### config.mk
export PLATFORM = sky130hd
export DESIGN_NAME = cordic_result_buffer
export DESIGN_NICKNAME = d
export VERILOG_FILES = /design/src/rtl/cordic_result_buffer.sv
export SDC_FILE = /design/constraint.sdc
export NUM_CORES = 1
export LEC_CHECK = 0
export ABC_AREA = 1
export CAP_MARGIN = 25
export CORE_UTILIZATION = 45
export DETAILED_ROUTE_END_ITERATION = 16
export GPL_TIMING_DRIVEN = 0
export PLACE_DENSITY = 0.71
export SLEW_MARGIN = 20
export SYNTH_ARGS = -nofsm -noshare
export SYNTH_HDL_FRONTEND = slang
export SYNTH_SLANG_ARGS = --single-unit
### constraint.sdc
create_clock -name clk -period 5.3 [get_ports clk]
set_input_delay 1.06 -clock clk [delete_from_list [all_inputs] [get_ports clk]]
set_output_delay 1.06 -clock clk [all_outputs]
set_load 0.03 [all_outputs]
### src/rtl/cordic_result_buffer.sv
// Captures each CORDIC cos/sin result on the rising edge of done_in into a
// first-word-fall-through FIFO; results arriving while full are dropped and counted.
module cordic_result_buffer #(
    parameter int unsigned WIDTH = 32,
    parameter int unsigned DEPTH = 8,
    parameter int unsigned CNT_W = 16
) (
    input  logic                     clk,
    input  logic                     rst,
    input  logic [WIDTH-1:0]         cos_in,
    input  logic [WIDTH-1:0]         sin_in,
    input  logic                     done_in,
    output logic                     out_valid,
    input  logic                     out_ready,
    output logic [WIDTH-1:0]         cos_out,
    output logic [WIDTH-1:0]         sin_out,
    output logic [$clog2(DEPTH):0]   count,
    output logic                     overflow,
    output logic [CNT_W-1:0]         drop_count,
    input  logic                     clear_ovf
);

    localparam int unsigned AW = $clog2(DEPTH);
    localparam int unsigned CW = AW + 1;

    logic [2*WIDTH-1:0] mem [DEPTH];
    logic [AW-1:0]      wr_ptr_q, rd_ptr_q;
    logic [CW-1:0]      count_q;
    logic               done_q;
    logic               overflow_q;
    logic [CNT_W-1:0]   drop_count_q;

    logic capture, full, pop, push, drop;

    always_comb begin
        capture = done_in & ~done_q;
        full    = (count_q == CW'(DEPTH));
        pop     = (count_q != '0) & out_ready;
        // A pop on a full FIFO frees the slot the incoming result needs.
        push    = capture & (~full | pop);
        drop    = capture & full & ~pop;
    end

    always_ff @(posedge clk or negedge rst) begin
        if (!rst) begin
            wr_ptr_q     <= '0;
            rd_ptr_q     <= '0;
            count_q      <= '0;
            done_q       <= 1'b0;
            overflow_q   <= 1'b0;
            drop_count_q <= '0;
        end else begin
            done_q <= done_in;
            if (push) begin
                wr_ptr_q <= wr_ptr_q + AW'(1);
            end
            if (pop) begin
                rd_ptr_q <= rd_ptr_q + AW'(1);
            end
            count_q <= count_q + CW'(push) - CW'(pop);

            // A drop in the same cycle as a clear leaves the new drop recorded.
            if (drop) begin
                overflow_q <= 1'b1;
                if (clear_ovf) begin
                    drop_count_q <= CNT_W'(1);
                end else if (drop_count_q != '1) begin
                    drop_count_q <= drop_count_q + CNT_W'(1);
                end
            end else if (clear_ovf) begin
                overflow_q   <= 1'b0;
                drop_count_q <= '0;
            end
        end
    end

    always_ff @(posedge clk) begin
        if (push) begin
            mem[wr_ptr_q] <= {cos_in, sin_in};
        end
    end

    always_comb begin
        out_valid  = (count_q != '0);
        count      = count_q;
        overflow   = overflow_q;
        drop_count = drop_count_q;
        // Gate the head so the outputs read zero whenever nothing is held.
        cos_out    = out_valid ? mem[rd_ptr_q][2*WIDTH-1:WIDTH] : '0;
        sin_out    = out_valid ? mem[rd_ptr_q][WIDTH-1:0]       : '0;
    end

endmodule

==> impl_metrics.py <==
metrics = {
    "clock_network": {
        "htreeDepth": 2,
        "clk_pin_slew_ns": 0.06,
        "cts_hold_buf": 0,
        "cts_resized": 0,
        "clock-sinks": 540,
        "cts_buffers": 53,
        "clockRootBuffer": "clkbuf_16",
        "clockBufferDepth": 3,
        "cts_tree": "yes",
        "post_cts_buffers": 0,
        "clk_latency_ns": 0.60,
    },
    "floorplan": {
        "coreArea_sq_mm": 0.0477,
        "dieArea_sq_mm": 0.0493,
        "rows": 80,
        "start_util_pct": 45.7,
        "fp.dieH_microns": 222,
        "fp.dieW_microns": 222,
        "num_io_pins": 155,
    },
    "yosys": {
        "synth_warnings": 0,
        "synth-seq-area-share_pct": 73.7,
        "synth.area.top_cells": "edfxtp_1 71%, nor2_1 9.4%, o21ai_0 7.2%, dfrtp_1 3.2%, o21ai_1 3.2%",
        "ys.flop_type": "edfxtp_1",
        "syn_nets": 1905,
        "async_flop_share_pct": 5.19,
        "synth_edf_count": 512,
        "syn_inst": 1827,
        "synth_top_cell_area_share_pct": 70.5,
        "yosys.area.top_type": "edfxtp_1",
        "avgSynthCellArea_sq_um": 11.9,
        "synth-seq-cells": 540,
        "synth_cell_types": 26,
        "syn_area_sq_mm": 0.0218,
    },
    "placed_design": {
        "hpwl_microns": 36500,
        "port-buffer-count": 154,
        "routabilityCongestion": 0.816,
    },
    "finish": {
        "area_delta_synth_final_pct": 21.3,
        "final_net_count": 2138,
        "layout_common_cells": "540 x nor2_1, 512 x edfxtp_1, 313 x o21ai_0",
        "num-fill-cells": 3832,
        "multi_input_area_sq_mm": 0.00511,
        "register_area_sq_mm": 0.0161,
        "diodes": 0,
        "layout_commonest_cell": "nor2_1",
        "drive_gt1_share_pct": 7.42,
    },
    "job": {
        "cap_violations": 0,
    },
    "timing": {
        "post-route-min-period_ns": 4.74,
        "totalNegativeSetupSlack_ns": 0,
        "fmax_mhz": 211,
        "fin_crit_sh_pct": 89.5,
        "finalMaxSlewViolations": 0,
        "skew_ns": 0.0168,
        "hold-worst-slack_ns": 0.501,
        "rsz0062_at_grt": "no",
        "hold_viol": 0,
        "setup_viol": 0,
        "relSlewSlack_pct": 37.2,
        "tightest_slew_ns": 0.942,
    },
    "critical_path": {
        "cp.arrival_ns": 3.68,
        "end_kind": "output port",
        "max_stage_delay_ns": 0.73,
        "regToRegEndpoint": "mem[2][7]",
        "start_kind": "flop",
        "r2r_slack_ns": 1.99,
        "r2r-start": "count[2]",
        "rr_worst_depth": 12,
        "slowest_stage": "clkbuf_1",
        "required_ns": 4.24,
        "crit_type": "reg -> out",
        "worstPathMaxFanout": 10,
        "cpMostUsedCell": "clkbuf_1",
        "worstPathCellList": "inv_1 -> ha_1 -> nand2_1 -> clkbuf_1 -> clkbuf_1 -> o21ai_0 -> nor2_1 -> clkdlybuf4s50_1",
    },
    "global_routing": {
        "first_global_vias": 14762,
        "gr-total-overflow": 0,
        "grt_pass1_wl_microns": 86000,
        "grtUsageTotal_pct": 22.9,
        "antenna_found_initial": 2,
        "grt_max_degree": 29,
    },
    "drt": {
        "num_vias": 14975,
        "firstDrtPassIters": 5,
        "drt_iter0_markers": 1757,
        "vias_per_cell": 5.51,
        "drc": 0,
        "finalWirelength_microns": 56500,
        "ant_nets": 0,
        "wl_per_cell_microns": 20.8,
    },
    "worst_hold_path": {
        "hp-class": "in -> async",
    },
    "power": {
        "power.density_mw_per_mm2": 572,
        "ir_worst_vdd_v": 0.000474,
        "cellLeakagePower_nw": 8.97,
    },
    "outcome": {
        "status": "finished, final reports clean",
    },
}
==> cell type report <==
type,instances,share of cell area (%)
buffer,108,2.12
clock buffer,65,5.19
clock inverter,33,1.10
inverter,31,0.440
multi-input combinational,1148,19.3
sequential,540,60.8
tap,615,2.91
timing repair buffer,178,8.11
==> through the flow <==
step	util (%)	setup WS [ns]	power, mW	instances	area, sq um
5_1_grt	55.4	0.441	15.9	2718	26400
4_1_cts	55.4	0.517	15.2	2718	26400
3_5_place_dp	51.9	1.16	11.6	2620	24800
6_report	55.4	0.557	15.1	2718	26400
3_3_place_gp	50.5	-2.78	11.4	2596	24100
2_1_floorplan	-	0.438	8.94	1827	21800
==> worst max-delay path, delay by kind of cell, from the launching register on <==
kind	cells	cell delay, ns
and+or+nand+nor	2	0.38
DFF	1	0.34
buffers and inverters	4	2.01
AOI/OAI and AO/OA	1	0.17
adders and majority gates	1	0.20
==> Yosys cell counts (2+ instances only) <==
cell type and n:
inv_1 30, buf_8 4, nand3_1 15, nor2_1 548
buf_2 24, o21ai_0 313, a21oi_1 2, o21ai_1 138
buf_1 7, nor2_2 2, edfxtp_1 512, nand2_1 101
dfrtp_1 28, xnor2_1 4, buf_6 4, nand4_1 10
buf_4 9, clkbuf_1 59, ha_1 8, xor2_1 3
==> layer usage <==
layer | vias to the layer above | wire [microns] | track usage, %
li1 | 6907 | - | -
met5 | - | 23 | 0
met1 | 7340 | 22900 | 30.3
met3 | 86 | 4500 | 4.25
met2 | 638 | 28000 | 38.6
met4 | 4 | 1040 | 6.34
==> logic make-up after synthesis <==
group | after synthesis | share of synthesized area (%)
simple gates | 679 | 11.9
flops | 540 | 73.7
compound gates | 453 | 10.4
buf+inv | 139 | 3.10
fa+ha+maj | 9 | 0.551
xor+xnor | 7 | 0.281
==> sequential cells by signal, indices dropped and copies added (netlist names) <==
register,cells
wr_ptr_q,3
done_q,1
overflow,1
count,4
rd_ptr_q,3
drop_count,16
mem,512
==> where the power goes <==
group / internal (mW) / leakage, nW / switching [mW]
Combinational: 2.12 / 3.16 / 4.31
Clock: 2.04 / 0.821 / 1.58
Sequential: 4.98 / 4.99 / 0.0890
Total: 9.14 / 8.97 / 5.98
==> worst max path at each step <==
stage / start / end / depth (start not counted)
after floorplan: out_ready / mem[0][0] / 6
after global placement: out_ready / mem[0][56] / 7
after detailed placement: out_ready / mem[2][6] / 10
after CTS: count[2] / sin_out[5] / 8
after global routing: count[3] / sin_out[19] / 8
final: count[2] / sin_out[4] / 8
Power figures use the tool's default switching activity.
